$ cat config.mk
export PLATFORM = sky130hd
export DESIGN_NAME = if_id1_hazard_ctrl_flat
export DESIGN_NICKNAME = d
export VERILOG_FILES = /design/src/rtl/if_id1_hazard_ctrl_if.sv /design/src/rtl/if_id1_hazard_ctrl.sv /design/src/flat_wrapper.sv
export SDC_FILE = /design/constraint.sdc
export NUM_CORES = 1
export LEC_CHECK = 0
export BUFFER_PORTS_ARGS = -buffer_cell sky130_fd_sc_hd__buf_2
export CORE_AREA = 2 2 39 41
export DETAILED_ROUTE_END_ITERATION = 10
export DIE_AREA = 0 0 41 43
export PLACE_DENSITY = 0.64
export RECOVER_POWER = 100
export SYNTH_ARGS = -nofsm -noshare
export SYNTH_HDL_FRONTEND = slang
export SYNTH_SLANG_ARGS = --single-unit
$ cat constraint.sdc
create_clock -name clk -period 3.96 [get_ports clk]
set_clock_uncertainty 0.1 [all_clocks]
set_input_delay 0.99 -clock clk [delete_from_list [all_inputs] [get_ports clk]]
set_output_delay 0.99 -clock clk [all_outputs]
set_load 0.02 [all_outputs]
$ cat src/rtl/if_id1_hazard_ctrl_if.sv
// Hazard event / pipeline control bundle between the hazard detectors, the
// hazard sequencer and the IF->ID1 pair register. Perf ports exist only with IF_ID1_PERF_CNT_EN.
interface if_id1_hazard_ctrl_if
`ifdef IF_ID1_PERF_CNT_EN
  #(parameter int CNT_W = 16)
`endif
  ;
  logic mispredict_E;
  logic jump_D_1;
  logic jump_D_2;
  logic load_use_D;
  logic pair_conflict_D;
  logic stall_outer;
  logic flush_F_1;
  logic flush_F_2;
  logic kill_D_2;
  logic split_D;
  logic issue2_only_D;
  logic busy;
`ifdef IF_ID1_PERF_CNT_EN
  logic [CNT_W-1:0] perf_stall;
  logic [CNT_W-1:0] perf_flush;
  logic [CNT_W-1:0] perf_split;
`endif

  modport slave (
    input  mispredict_E, jump_D_1, jump_D_2, load_use_D, pair_conflict_D,
    output stall_outer, flush_F_1, flush_F_2, kill_D_2, split_D, issue2_only_D, busy
`ifdef IF_ID1_PERF_CNT_EN
    , output perf_stall, perf_flush, perf_split
`endif
  );

  modport master (
    output mispredict_E, jump_D_1, jump_D_2, load_use_D, pair_conflict_D,
    input  stall_outer, flush_F_1, flush_F_2, kill_D_2, split_D, issue2_only_D, busy
`ifdef IF_ID1_PERF_CNT_EN
    , input perf_stall, perf_flush, perf_split
`endif
  );
endinterface

$ cat src/rtl/if_id1_hazard_ctrl.sv
// Dual-issue IF->ID1 hazard sequencer: arbitrates redirect/jump/load-use/pair-split events
// into stall and per-slot flush controls. IF_ID1_PERF_CNT_EN adds saturating perf counters.
module if_id1_hazard_ctrl #(
  parameter int REDIRECT_BUBBLES = 1,
  parameter int LOAD_USE_STALL   = 1
`ifdef IF_ID1_PERF_CNT_EN
  , parameter int CNT_W          = 16
`endif
) (
  input  logic                       clk,
  input  logic                       reset,
  if_id1_hazard_ctrl_if.slave        hz
);

  typedef enum logic [1:0] {
    ST_RUN     = 2'd0,
    ST_REDIR   = 2'd1,
    ST_LDSTALL = 2'd2,
    ST_SPLIT   = 2'd3
  } state_t;

  localparam logic [2:0] REDIR_LOAD = 3'(REDIRECT_BUBBLES);
  localparam logic [2:0] LU_LOAD    = 3'(LOAD_USE_STALL - 1);

  state_t     state_r;
  state_t     state_nxt_s;
  logic [2:0] cnt_r;
  logic [2:0] cnt_nxt_s;
  logic [2:0] cnt_dec_s;
  logic       stall_s;
  logic       flush_s;
  logic       kill_s;
  logic       split_s;
  logic       iss2_s;

  // Counter never wraps below zero.
  assign cnt_dec_s = (cnt_r != 3'd0) ? (cnt_r - 3'd1) : 3'd0;

  // Event arbitration and next-state selection; a mispredict wins from every state.
  always_comb begin
    state_nxt_s = state_r;
    cnt_nxt_s   = cnt_r;
    stall_s     = 1'b0;
    flush_s     = 1'b0;
    kill_s      = 1'b0;
    split_s     = 1'b0;
    iss2_s      = 1'b0;
    if (hz.mispredict_E) begin
      flush_s = 1'b1;
      if (REDIR_LOAD != 3'd0) begin
        state_nxt_s = ST_REDIR;
        cnt_nxt_s   = REDIR_LOAD;
      end else begin
        state_nxt_s = ST_RUN;
        cnt_nxt_s   = 3'd0;
      end
    end else begin
      case (state_r)
        ST_RUN: begin
          if (hz.jump_D_1) begin
            flush_s = 1'b1;
            kill_s  = 1'b1;
          end else if (hz.jump_D_2) begin
            flush_s = 1'b1;
          end else if (hz.load_use_D) begin
            stall_s = 1'b1;
            if (LU_LOAD != 3'd0) begin
              state_nxt_s = ST_LDSTALL;
              cnt_nxt_s   = LU_LOAD;
            end else begin
              state_nxt_s = ST_RUN;
            end
          end else if (hz.pair_conflict_D) begin
            stall_s     = 1'b1;
            split_s     = 1'b1;
            state_nxt_s = ST_SPLIT;
          end else begin
            state_nxt_s = ST_RUN;
          end
        end
        ST_REDIR: begin
          flush_s   = 1'b1;
          cnt_nxt_s = cnt_dec_s;
          if (cnt_r <= 3'd1) begin
            state_nxt_s = ST_RUN;
          end else begin
            state_nxt_s = ST_REDIR;
          end
        end
        ST_LDSTALL: begin
          stall_s   = 1'b1;
          cnt_nxt_s = cnt_dec_s;
          if (cnt_r <= 3'd1) begin
            state_nxt_s = ST_RUN;
          end else begin
            state_nxt_s = ST_LDSTALL;
          end
        end
        ST_SPLIT: begin
          // Held slot 2 issues alone; only a slot-2 jump can still redirect fetch.
          iss2_s      = 1'b1;
          state_nxt_s = ST_RUN;
          if (hz.jump_D_2) begin
            flush_s = 1'b1;
          end else begin
            flush_s = 1'b0;
          end
        end
        default: begin
          state_nxt_s = ST_RUN;
          cnt_nxt_s   = 3'd0;
        end
      endcase
    end
  end

  // State and recovery counter.
  always_ff @(posedge clk or negedge reset) begin
    if (!reset) begin
      state_r <= ST_RUN;
      cnt_r   <= 3'd0;
    end else begin
      state_r <= state_nxt_s;
      cnt_r   <= cnt_nxt_s;
    end
  end

  // Outputs are forced low while reset is held so no stall or flush leaks out.
  assign hz.stall_outer   = reset & stall_s;
  assign hz.flush_F_1     = reset & flush_s;
  assign hz.flush_F_2     = reset & flush_s;
  assign hz.kill_D_2      = reset & kill_s;
  assign hz.split_D       = reset & split_s;
  assign hz.issue2_only_D = reset & iss2_s;
  assign hz.busy          = reset & (state_r != ST_RUN);

`ifdef IF_ID1_PERF_CNT_EN
  logic [CNT_W-1:0] perf_stall_r;
  logic [CNT_W-1:0] perf_flush_r;
  logic [CNT_W-1:0] perf_split_r;

  function automatic logic [CNT_W-1:0] sat_inc(input logic [CNT_W-1:0] v, input logic en);
    if (en && (v != {CNT_W{1'b1}})) begin
      return v + {{(CNT_W-1){1'b0}}, 1'b1};
    end else begin
      return v;
    end
  endfunction

  // Saturating event counters.
  always_ff @(posedge clk or negedge reset) begin
    if (!reset) begin
      perf_stall_r <= {CNT_W{1'b0}};
      perf_flush_r <= {CNT_W{1'b0}};
      perf_split_r <= {CNT_W{1'b0}};
    end else begin
      perf_stall_r <= sat_inc(perf_stall_r, stall_s);
      perf_flush_r <= sat_inc(perf_flush_r, flush_s);
      perf_split_r <= sat_inc(perf_split_r, split_s);
    end
  end

  assign hz.perf_stall = perf_stall_r;
  assign hz.perf_flush = perf_flush_r;
  assign hz.perf_split = perf_split_r;
`endif

endmodule

$ cat src/flat_wrapper.sv
// flat-port wrapper written by rule: the top's interface ports become plain ports
module if_id1_hazard_ctrl_flat 
#(
  parameter int REDIRECT_BUBBLES = 1,
  parameter int LOAD_USE_STALL   = 1

)
  (clk, reset, hz_mispredict_E, hz_jump_D_1, hz_jump_D_2, hz_load_use_D, hz_pair_conflict_D, hz_stall_outer, hz_flush_F_1, hz_flush_F_2, hz_kill_D_2, hz_split_D, hz_issue2_only_D, hz_busy);
  if_id1_hazard_ctrl_if hz_i ();
  input  logic clk;
  input  logic reset;
  input wire logic [$bits(hz_i.mispredict_E)-1:0] hz_mispredict_E;
  input wire logic [$bits(hz_i.jump_D_1)-1:0] hz_jump_D_1;
  input wire logic [$bits(hz_i.jump_D_2)-1:0] hz_jump_D_2;
  input wire logic [$bits(hz_i.load_use_D)-1:0] hz_load_use_D;
  input wire logic [$bits(hz_i.pair_conflict_D)-1:0] hz_pair_conflict_D;
  output wire logic [$bits(hz_i.stall_outer)-1:0] hz_stall_outer;
  output wire logic [$bits(hz_i.flush_F_1)-1:0] hz_flush_F_1;
  output wire logic [$bits(hz_i.flush_F_2)-1:0] hz_flush_F_2;
  output wire logic [$bits(hz_i.kill_D_2)-1:0] hz_kill_D_2;
  output wire logic [$bits(hz_i.split_D)-1:0] hz_split_D;
  output wire logic [$bits(hz_i.issue2_only_D)-1:0] hz_issue2_only_D;
  output wire logic [$bits(hz_i.busy)-1:0] hz_busy;
  assign hz_i.mispredict_E = hz_mispredict_E;
  assign hz_i.jump_D_1 = hz_jump_D_1;
  assign hz_i.jump_D_2 = hz_jump_D_2;
  assign hz_i.load_use_D = hz_load_use_D;
  assign hz_i.pair_conflict_D = hz_pair_conflict_D;
  assign hz_stall_outer = hz_i.stall_outer;
  assign hz_flush_F_1 = hz_i.flush_F_1;
  assign hz_flush_F_2 = hz_i.flush_F_2;
  assign hz_kill_D_2 = hz_i.kill_D_2;
  assign hz_split_D = hz_i.split_D;
  assign hz_issue2_only_D = hz_i.issue2_only_D;
  assign hz_busy = hz_i.busy;
  if_id1_hazard_ctrl #(.REDIRECT_BUBBLES(REDIRECT_BUBBLES), .LOAD_USE_STALL(LOAD_USE_STALL)) u_core (.clk(clk), .reset(reset), .hz(hz_i));
endmodule
==> results.md, run 1 <==
- CTS Buf Count: 3
- Mux cell area share after synthesis: 0%
- RSZ-0062 raised after global routing: no
- Util after Layout: 35.9%
- Unique masters post-synth: 20
- Initial DRC Count: 3
- DRC viols: 0
- Logic pwr share: 24.5%
- Largest family of logic cells by synthesized area: simple AND/OR/NAND/NOR gates
- WS Path Type: in -> out
- Initial cell density of the core: 30.1%
- Vias in the first global route: 354
- Vias: 370
- Share of cells above drive strength 1: 15.4%
- Detailed placement HPWL: 687 um
- Clock network fraction of design power: a little under two fifths
- P per Cell Area: around 300 nW/um^2
- XOR/XNOR share of the synthesized area: 0%
- First-pass GRT wire length: 1390 um
- Compound-Gate Fraction of Synth Area: 21.3%
- Critical path's most frequent cell: clkbuf_1
- RD Place Congestion: 0.673
- Relative slew slack: 73.4%
- Met3 wire length: 71 um
- Number of cells on the critical path: 4
- Slowest-stage cell, CP: clkbuf_1
- Syn avg cell area: 8.33 um^2
- Filler Cells Inserted: 158
- Max-cap viol count: 0
- CP max FO: 8
- Nets: 78
- Main area contributors after synthesis: dfrtp_1 30%, ha_1 15%, a21oi_1 7.2%, inv_1 6.3%, nor2_1 6.3%
- WL final: roughly 880 um
- Die Span Y: 43 um
- Sequential Power Share: 37.8%
- Worst-Margin Slew: 0.398 ns
- Largest net degree at the start of global routing: 9
- Switching pwr: 45.1 uW
- Most common cell after layout, fill and taps aside: clkbuf_1
- Die area: 1760 um^2
- H-tree levels: 1
- Peak supply drop: 0.128 mV
- # diodes: 0
- Met2 WL: 407 um
- CTS root buf: clkbuf_4
- Hold WC Path Type: reg -> reg
- Switch share: 29.9%
- Final Cell Area: a little under 500 um^2
- Run status: finished, final reports clean
- Initial DRT Pass Iterations: 3
- Most frequent cells in the layout: 9 x clkbuf_1, 7 x inv_1, 7 x nor2_1, 6 x a21oi_1
- Placed cell area: 490 um^2
- Synth Net Count: 62
- Total grt overflow: 0
- WHS Path Cells: 2
- Worst path arrival time: 2.00 ns
- Yosys warnings: 0
- Syn Inst Count: 50
- Gr usage total: 11.6%
- Die W: 41 um
- Simple logic cell fraction of the synthesized area: 24.6%
- Clock slew at reported path FFs: 0.04 ns
- Synth Area in Adders: 15.0%
- Reg2Reg Depth: 4
- Core Rows: 14
- Final Cycle Share: 78.1%
- Final hold violations: 0
- Seq cells post-synth: 5
- I/O pin cnt: 14
- Final setup TNS: 0 ns
- Area leader, netlist: dfrtp_1
- Final worst path period need: 3.09 ns
- Final setup violation count: 0
- Buf+Inv Stages, Crit Path: 2
- Highest Signal Layer: met3
- PnR worst setup slack: 0.869 ns
- Initial antenna violation count: 0
- TritonCTS clock tree: built
- Synth top area share: 30.0%
- Startpoint Class: input pin
- Clk buf depth: 2
- Post-CTS Resized: 0
- CP cell instances: clkbuf_1 -> nand2b_1 -> nor4_1 -> clkbuf_1
- Core area: 1380 um^2
- CP delay by family, top: buffers and inverters
- Area grow syn2layout: 19.2%
- Max Clk Rate: 0.324 GHz
- Met1 WL: roughly 400 um
- WL/cell: 10.9 um
- Slew Limit Fails: 0
- Worst path max stage delay: 0.31 ns
- Cts hold-fix bufs: 0
- Setup crit end kind: output pin
- Antenna viol nets, final: 0
- Clk sink count: 5
- Via/cell ratio: 4.57
- Sequential share of the synthesized area: 30.0%
- Worst skew pair latency: around 0.24 ns
- CP required: 2.87 ns
- Post-synthesis cell area: around 420 um^2
- Port buffer count: 13
- Setup bufs post-CTS: 0
- Pre-CTS setup slack: ~1.0 ns
- Pint: between 100 and 150 uW
- Static Leak: 0.000226 uW
==> path summary, 6_finish.rpt <==
check                                                endpoint                     startpoint  slack [ns]
worst max register to register  u_core.state_r[0]$_DFFE_PN0P_  u_core.state_r[0]$_DFFE_PN0P_        2.43
worst max-delay path                               hz_split_D                          reset        0.87
worst min register to register    u_core.cnt_r[0]$_DFFE_PN0P_    u_core.cnt_r[0]$_DFFE_PN0P_        0.42
worst min-delay path              u_core.cnt_r[0]$_DFFE_PN0P_    u_core.cnt_r[0]$_DFFE_PN0P_        0.42
min in group asynchronous       u_core.state_r[1]$_DFFE_PN0P_                          reset        0.55
max in group asynchronous         u_core.cnt_r[1]$_DFFE_PN0P_                          reset        2.93
==> worst reg2reg max path: stages (launching register included) <==
cell and delay (ns):
dfrtp_1 0.41, inv_1 0.12, ha_1 0.33, inv_1 0.09
a311o_2 0.36
==> cell type report <==
cell class / count / area, um^2 / area share [%]
Inverter: 7 / 26.3 / 5.29
Sequential cell: 5 / 125 / 25.2
Timing Repair Buffer: 13 / 55.1 / 11.1
Tap cell: 16 / 20.0 / 4.03
Multi-Input combinational cell: 36 / 244 / 49.1
Clock buffer: 4 / 26.3 / 5.29
==> logic make-up (layout without fill, tap and decap cells) <==
group	count (synthesis)	in the layout
AO/OA/AOI/OAI	13	13
adder cells (fa/ha/maj)	5	5
buffers and inverters	9	24
flip-flops	5	5
AND/OR/NAND/NOR	18	18
==> metrics by stage <==
step / power, uW / cells / hold slack (ns)
finish: 151 / 81 / 0.418
global placement: 96.6 / 77 / 0.407
CTS: 157 / 81 / 0.419
detailed placement: 97.3 / 77 / 0.410
global route: 162 / 81 / 0.470
floorplan: 84.0 / 50 / 0.371
==> cell usage after synthesis <==
cell type	count
a21oi_1	6
a311o_2	1
a311oi_2	1
buf_4	1
clkbuf_1	1
dfrtp_1	5
ha_1	5
inv_1	7
nand2_1	2
nand2b_1	3
nor2_1	7
nor2b_1	1
nor3b_1	1
nor4_1	1
nor4bb_1	1
o211ai_1	1
o21ai_0	3
o311a_1	1
or2_2	1
or4b_4	1
==> sequential cells by signal, summed over array words and instances (netlist names) <==
signal / flops
u_core.state_r: 2
u_core.cnt_r: 3
==> power by group through the flow <==
| stage | Combinational [uW] | Sequential [uW] | Clock [uW] |
|---|---|---|---|
| after floorplan | 27.1 | 56.9 | 0 |
| after global placement | 38.9 | 57.7 | 0 |
| after detailed placement | 39.6 | 57.7 | 0 |
| after CTS | 39.8 | 57.0 | 60.2 |
| after global routing | 41.8 | 57.5 | 63.1 |
| final | 37.0 | 56.9 | 56.8 |
==> routing by layer <==
metal,track usage (%),vias up
li1,-,201
met4,6.00,0
met3,3.14,0
met5,0,-
met2,17.8,12
met1,14.1,157
(Power assumes the default switching activity.)
==> run 2: changes to the inputs <==
ABC_AREA = 1   (was unset)
PLACE_DENSITY = 0.62   (was 0.64)
clock period = 3 ns   (was 3.96 ns; I/O delays follow)
==> run 2 against run 1 <==
Compared with the run above:
- clock power up 32%
- largest cell class unchanged
- via count increased by 7.8%
- core utilization fell by 0.72 points
- cell area shrank 2.0%
- power increased by 45%
- critical path depth grew 3
- critical path type is now reg -> out
- synthesized area decreased by 4.5%
- global-route usage grew 0.53 points
- hold slack lost 0.11 ns
- count of clock-buffer cells in the layout unchanged
- sequential power is 38% higher
- setup slack got worse by 0.40 ns
- largest power group unchanged
==> results.md, run 2 <==
- Slowest-stage cell, CP: dfrtp_1 (was clkbuf_1)
- Setup bufs post-CTS: 0 (unchanged)
- Predominant post-synthesis flop cell: dfrtp_1 (unchanged)
- Worst path max stage delay: 0.40 ns (was 0.31 ns)
- Port buffer count: 13 (unchanged)
- Most common cell after layout, fill and taps aside: nand2_1 (was clkbuf_1)
- Die W: 41 um (unchanged)
- Synth Net Count: 68 (was 62)
- Synth async-reset ratio: 100% (unchanged)
- Detailed placement HPWL: 679 um (was 687 um)
- RSZ-0062 raised after global routing: no (unchanged)
- Initial cell density of the core: 28.8% (was 30.1%)
- Static Leak: 0.000250 uW (was 0.000226 uW)
- Core area: 1380 um^2 (unchanged)
- Initial antenna violation count: 0 (unchanged)
- Synth top area share: 31.4% (was 30.0%)
- Run status: finished, final reports clean (unchanged)
- Highest Signal Layer: met3 (unchanged)
- Final cell count without fillers: 88 (was 81)
- CTS root buf: clkbuf_4 (unchanged)
- Worst path arrival time: 1.69 ns (was 2.00 ns)
- Most frequent cell after synthesis: nand2_1
- CP max FO: 5 (was 8)
- Startpoint Class: flop (was input pin)
- Max-cap viol count: 0 (unchanged)
- Worst-Margin Slew: 0.395 ns (was 0.398 ns)
- Cts hold-fix bufs: 0 (unchanged)
- TritonCTS clock tree: built (unchanged)
- RD Place Congestion: 0.721 (was 0.673)
- Power Total: 218 uW (was 151 uW)
- Clock slew at reported path FFs: 0.04 ns (about the same)
- P per Cell Area: 449 nW/um^2 (was 303 nW/um^2)
- Setup crit end kind: output pin (unchanged)
- R2R Setup Slk: 1.61 ns (was 2.43 ns)
- Syn Inst Count: 56 (was 50)
- Share of cells above drive strength 1: 12.5% (was 15.4%)
- H-tree levels: 1 (unchanged)
- Final worst path period need: 2.54 ns
- Met2 WL: 393 um (was 407 um)
- Commonest cells post-synth: 12 x nand2_1, 8 x nor2_1, 7 x inv_1, 5 x dfrtp_1, 5 x ha_1 (was 7 x inv_1, 7 x nor2_1, 6 x a21oi_1, 5 x dfrtp_1, 5 x ha_1)
- Met3 wire length: 59 um (was 71 um)
- Worst skew pair latency: 0.24 ns (about the same)
- Cells after DPL: 84 (was 77)
- Total grt overflow: 0 (unchanged)
- Most frequent cells in the layout: 12 x nand2_1, 9 x clkbuf_1, 8 x nor2_1, 7 x inv_1 (was 9 x clkbuf_1, 7 x inv_1, 7 x nor2_1, 6 x a21oi_1)
- Clk buf depth: 2 (unchanged)
- Final hold violations: 0 (unchanged)
- WS Path Type: reg -> out (was in -> out)
- Yosys warnings: 0 (unchanged)
- First-pass GRT wire length: 1380 um (was 1390 um)
- Area leader, netlist: dfrtp_1 (unchanged)
- Register area: 125 um^2 (unchanged)
- Vias: 399 (was 370)
- # diodes: 0 (unchanged)
- Largest regs: u_core.cnt_r x3, u_core.state_r x2 (unchanged)
- Clk sink count: 5 (unchanged)
- DRC viols: 0 (unchanged)
- Antenna viol nets, final: 0 (unchanged)
- Gr usage total: 12.1% (was 11.6%)
- Largest net degree at the start of global routing: 9 (unchanged)
- Slew Limit Fails: 0 (unchanged)
- Max Clk Rate: 0.394 GHz
- WL final: 830 um (was 880 um)
- Area of the multi-input gates: 230 um^2 (was 244 um^2)
- Post-CTS Resized: 0 (unchanged)
- Via/cell ratio: 4.53 (was 4.57)
- Nets: 85 (was 78)
- Area grow syn2layout: 22.3% (was 19.2%)
- Unique masters post-synth: 15 (was 20)
- Initial DRT Pass Iterations: 2 (was 3)
- Vias in the first global route: 376 (was 354)
- CP cell instances: inv_1 -> ha_1 -> o21ai_0 -> nand2_1 -> nand2_1 -> a21oi_1 -> clkbuf_1 (was clkbuf_1 -> nand2b_1 -> nor4_1 -> clkbuf_1)
- I/O pin cnt: 14 (unchanged)
- WL/cell: 9.43 um (was 10.9 um)
- Syn avg cell area: 7.11 um^2 (was 8.33 um^2)
- Post-synthesis cell area: 398 um^2 (was 417 um^2)
- Initial DRC Count: 1 (was 3)
- Seq cells post-synth: 5 (unchanged)
- Most flop-heavy register: u_core.cnt_r (unchanged)
- Met1 WL: 377 um (was 402 um)
- Filler Cells Inserted: 161 (was 158)
- Die Span Y: 43 um (unchanged)
- Critical path's most frequent cell: nand2_1 (was clkbuf_1)
- Hold WC Path Type: in -> async (was reg -> reg)
- Final setup violation count: 0 (unchanged)
- CP required: 2.15 ns (was 2.87 ns)
- Sequential share of the synthesized area: 31.4% (was 30.0%)
- Core Rows: 14 (unchanged)
- CTS Buf Count: 3 (unchanged)
- Final Cycle Share: 84.5%
- Number of flip-flops in the largest register: 3 (unchanged)
- Relative slew slack: 73.7% (was 73.4%)
- Final setup TNS: 0 ns (unchanged)
- Peak supply drop: 0.211 mV (was 0.128 mV)
- Main area contributors after synthesis: dfrtp_1 31%, ha_1 16%, nand2_1 11%, nor2_1 7.5%, inv_1 6.6% (was dfrtp_1 30%, ha_1 15%, a21oi_1 7.2%, inv_1 6.3%, nor2_1 6.3%)
- Post-synth EDFFs: 0 (unchanged)
- Reg2Reg Depth: 5 (was 4)
- Die area: 1760 um^2 (unchanged)
-- run 2: final timing paths --
check / end / startpoint
max: hz_flush_F_2 / u_core.state_r[0]$_DFFE_PN0P_
min: u_core.cnt_r[2]$_DFFE_PN0P_ / reset
max reg2reg: u_core.cnt_r[1]$_DFFE_PN0P_ / u_core.state_r[1]$_DFFE_PN0P_
min reg2reg: u_core.cnt_r[0]$_DFFE_PN0P_ / u_core.cnt_r[0]$_DFFE_PN0P_
max in group asynchronous: u_core.cnt_r[0]$_DFFE_PN0P_ / reset
min in group clk: u_core.cnt_r[0]$_DFFE_PN0P_ / u_core.cnt_r[0]$_DFFE_PN0P_
-- run 2: final cells by class --
| class | instances | share of cell area [%] |
|---|---|---|
| multi-input combinational | 42 | 47.3 |
| timing repair buffer | 13 | 11.3 |
| inverter | 8 | 6.17 |
| tap | 16 | 4.11 |
| sequential | 5 | 25.7 |
| clock buffer | 4 | 5.40 |
-- run 2: metrics by stage --
| step | util [%] | instance area [um^2] | hold slack, ns | setup WS [ns] |
|---|---|---|---|---|
| floorplan | - | 398 | 0.354 | 0.626 |
| finish | 35.2 | 487 | 0.307 | 0.465 |
| global placement | 34.4 | 475 | 0.410 | 0.701 |
| CTS | 36.3 | 502 | 0.229 | 0.565 |
| global route | 35.2 | 487 | 0.335 | 0.294 |
| detailed placement | 34.4 | 475 | 0.404 | 0.699 |
-- run 2: cell families (layout without fill, tap and decap cells) --
logic type | after synthesis | in the layout | share of synthesized area (%)
flops | 5 | 5 | 31.4
simple gates | 25 | 25 | 27.0
compound gates | 12 | 12 | 16.4
fa+ha+maj | 5 | 5 | 15.7
buf+inv | 9 | 25 | 9.43
-- run 2: worst max-delay path, delay by kind of cell, from the launching register on --
family | cells | cell delay, ns
AOI/OAI and AO/OA | 2 | 0.30
buffers and inverters | 2 | 0.36
DFF | 1 | 0.40
and+or+nand+nor | 2 | 0.14
adders and majority gates | 1 | 0.24
-- run 2: layer usage --
layer,global-route usage [%],vias up
met5,0,-
li1,-,214
met1,11.6,173
met2,20.0,12
met3,3.14,0
met4,10.0,0
-- run 2: where the power goes --
part / switching [uW] / internal (uW) / total (uW)
clock: 24.9 / 50.1 / 75.0
sequential: 5.68 / 73.0 / 78.7
combinational: 42.9 / 21.8 / 64.7
==> run 3: changes to the inputs <==
ABC_AREA = 0   (was 1)
PLACE_DENSITY = 0.64   (was 0.62)
clock period = 2.55 ns   (was 3 ns; I/O delays follow)
==> run 3 against run 2 <==
Compared with the run above:
- register-to-register slack lost 0.51 ns
- setup slack worse by 0.27 ns
- combinational power is 7.3% lower
- critical path depth is 1 lower
- largest cell class unchanged
==> results.md, run 3 (synthesized netlist as in run 1, its figures left out) <==
- # diodes: 0 (unchanged)
- Most frequent cells in the layout: 7 x inv_1, 7 x nor2_1, 6 x a21oi_1, 6 x clkbuf_1, 6 x buf_2 (was 12 x nand2_1, 9 x clkbuf_1, 8 x nor2_1, 7 x inv_1)
- WL/cell: 10.9 um (was 9.43 um)
- Worst path arrival time: 1.62 ns (was 1.69 ns)
- Switching pwr: 70.1 uW (was 73.5 uW)
- CP cell instances: inv_1 -> ha_2 -> a21oi_1 -> nor2_1 -> o311a_1 -> clkbuf_2 (was inv_1 -> ha_1 -> o21ai_0 -> nand2_1 -> nand2_1 -> a21oi_1 -> clkbuf_1)
- Final Cycle Share: 92.3%
- Relative slew slack: 81.9% (was 73.7%)
- Worst path max stage delay: 0.40 ns (about the same)
- Cells after DPL: 77 (was 84)
- Reg2Reg Launch Point: u_core.state_r[0]$_DFFE_PN0P_ (was u_core.state_r[1]$_DFFE_PN0P_)
- Worst-Margin Slew: 0.269 ns (was 0.395 ns)
- Logic pwr share: 25.4% (was 29.6%)
- CP startpoint: u_core.state_r[0]$_DFFE_PN0P_ (unchanged)
- RD Place Congestion: 0.672 (was 0.721)
- Number of flip-flops in the largest register: 3 (unchanged)
- Slowest-stage cell, CP: dfrtp_1 (unchanged)
- First-pass GRT wire length: 1370 um (was 1380 um)
- Vias: 379 (was 399)
- Share of cells above drive strength 1: 23.1% (was 12.5%)
- Core area: 1380 um^2 (unchanged)
- Final hold violations: 0 (unchanged)
- Final setup violation count: 0 (unchanged)
- Largest regs: u_core.cnt_r x3, u_core.state_r x2 (unchanged)
- Gr usage total: 11.7% (was 12.1%)
- Pint: 166 uW (was 145 uW)
- Nets: 78 (was 85)
- Antenna viol nets, final: 0 (unchanged)
- Initial cell density of the core: 30.1% (was 28.8%)
- P per Cell Area: 466 nW/um^2 (was 449 nW/um^2)
- Die Span Y: 43 um (unchanged)
- Pre-CTS setup slack: 0.332 ns (was 0.699 ns)
- PnR worst setup slack: 0.196 ns (was 0.465 ns)
- Sequential Power Share: 37.5% (was 36.0%)
- Run status: finished, final reports clean (unchanged)
- Clk buf depth: 2 (unchanged)
- WL final: 883 um (was 830 um)
- Initial DRC Count: 3 (was 1)
- TritonCTS clock tree: built (unchanged)
- Setup crit end kind: output pin (unchanged)
- Most flop-heavy register: u_core.cnt_r (unchanged)
- I/O pin cnt: 14 (unchanged)
- Largest net degree at the start of global routing: 9 (unchanged)
- Peak supply drop: 0.208 mV (was 0.211 mV)
- Port buffer count: 13 (unchanged)
- Clock slew at reported path FFs: 0.04 ns (about the same)
- Area grow syn2layout: 21.6% (was 22.3%)
- Via/cell ratio: 4.68 (was 4.53)
- Buf+Inv Stages, Crit Path: 2 (unchanged)
- CTS Buf Count: 3 (unchanged)
- Cts hold-fix bufs: 0 (unchanged)
- CTS root buf: clkbuf_4 (unchanged)
- Die area: 1760 um^2 (unchanged)
- CP required: 1.81 ns (was 2.15 ns)
- Startpoint Class: flop (unchanged)
- Switch share: 29.7% (was 33.6%)
- Detailed placement HPWL: 687 um (was 679 um)
- DRC viols: 0 (unchanged)
- Vias in the first global route: 353 (was 376)
- Hold WC Path Type: in -> async (unchanged)
- Total grt overflow: 0 (unchanged)
- Max-cap viol count: 0 (unchanged)
- Static Leak: 0.000235 uW (was 0.000250 uW)
- Die W: 41 um (unchanged)
- Final setup TNS: 0 ns (unchanged)
- CP delay by family, top: compound AO/OA/AOI/OAI gates (was flip-flops)
- Worst skew pair latency: 0.24 ns (about the same)
- WS Path Type: reg -> out (unchanged)
- RSZ-0062 raised after global routing: no (unchanged)
- CP max FO: 8 (was 5)
- Max Clk Rate: between 0.4 and 0.5 GHz
- Final worst path period need: 2.35 ns
- Clk sink count: 5 (unchanged)
- Filler Cells Inserted: 145 (was 161)
- Core Rows: 14 (unchanged)
- Initial DRT Pass Iterations: 2 (unchanged)
- Initial antenna violation count: 0 (unchanged)
- H-tree levels: 1 (unchanged)
- Clock network fraction of design power: 37.1% (was 34.3%)
- Slew Limit Fails: 0 (unchanged)
- Final cell count without fillers: 81 (was 88)
[run 3: cell types whose count changed in the layout (fill, tap and decap cells not counted), moves of 2 or more]
cell	delta
clkbuf_2	+2
nand3_1	-4
nand2b_1	+3
o21ai_0	-2
clkbuf_1	-3
a21oi_1	+2
nand2_1	-10
[run 3: worst paths after layout]
path	endpoint	slack [ns]	depth (start not counted)
hold / removal	u_core.state_r[1]$_DFFE_PN0P_	0.13	1
min in group clk	u_core.cnt_r[0]$_DFFE_PN0P_	0.42	2
setup reg to reg	u_core.state_r[0]$_DFFE_PN0P_	1.10	4
setup / recovery	hz_flush_F_1	0.20	6
hold reg to reg	u_core.cnt_r[0]$_DFFE_PN0P_	0.42	2
max in group asynchronous	u_core.cnt_r[1]$_DFFE_PN0P_	2.05	1
[run 3: power by group through the flow]
stage / Combinational, uW / Sequential [uW] / Clock, uW
final: 60.0 / 88.6 / 87.7
after global routing: 68.2 / 89.3 / 98.3
after CTS: 61.8 / 88.6 / 92.3
after detailed placement: 61.2 / 89.8 / 0
after global placement: 60.4 / 89.7 / 0
after floorplan: 42.1 / 88.3 / 0
[run 3: final cells by class]
class	count	area, um^2	share of cell area (%)
inverters	7	26.3	5.19
well taps	16	20.0	3.95
multi-input cells	36	250	49.4
clock buffers	4	26.3	5.19
repair buffers	13	58.8	11.6
flip-flops and latches	5	125	24.7
[run 3: metal layers]
metal	global-route usage [%]	part of all wire [%]	vias up
li1	-	-	198
met1	14.1	45	169
met2	17.2	48	12
met3	3.14	6.6	0
met4	8.00	0	0
met5	0	0	-
[run 3: repair_timing]
action	4_1_cts	5_1_grt
endpoints found under the setup margin	0	1
endpoints found under the hold margin	0	0
setup buffers	0	0
gates resized for setup	0	1
[run 3: through the flow]
step	area, um^2	util [%]	total power (uW)	hold WS [ns]
after floorplan	417	-	130	0.242
after global placement	490	35.4	150	0.379
after detailed placement	490	35.4	151	0.382
after CTS	517	37.3	243	0.125
after global routing	507	36.6	256	0.133
final	507	36.6	236	0.132
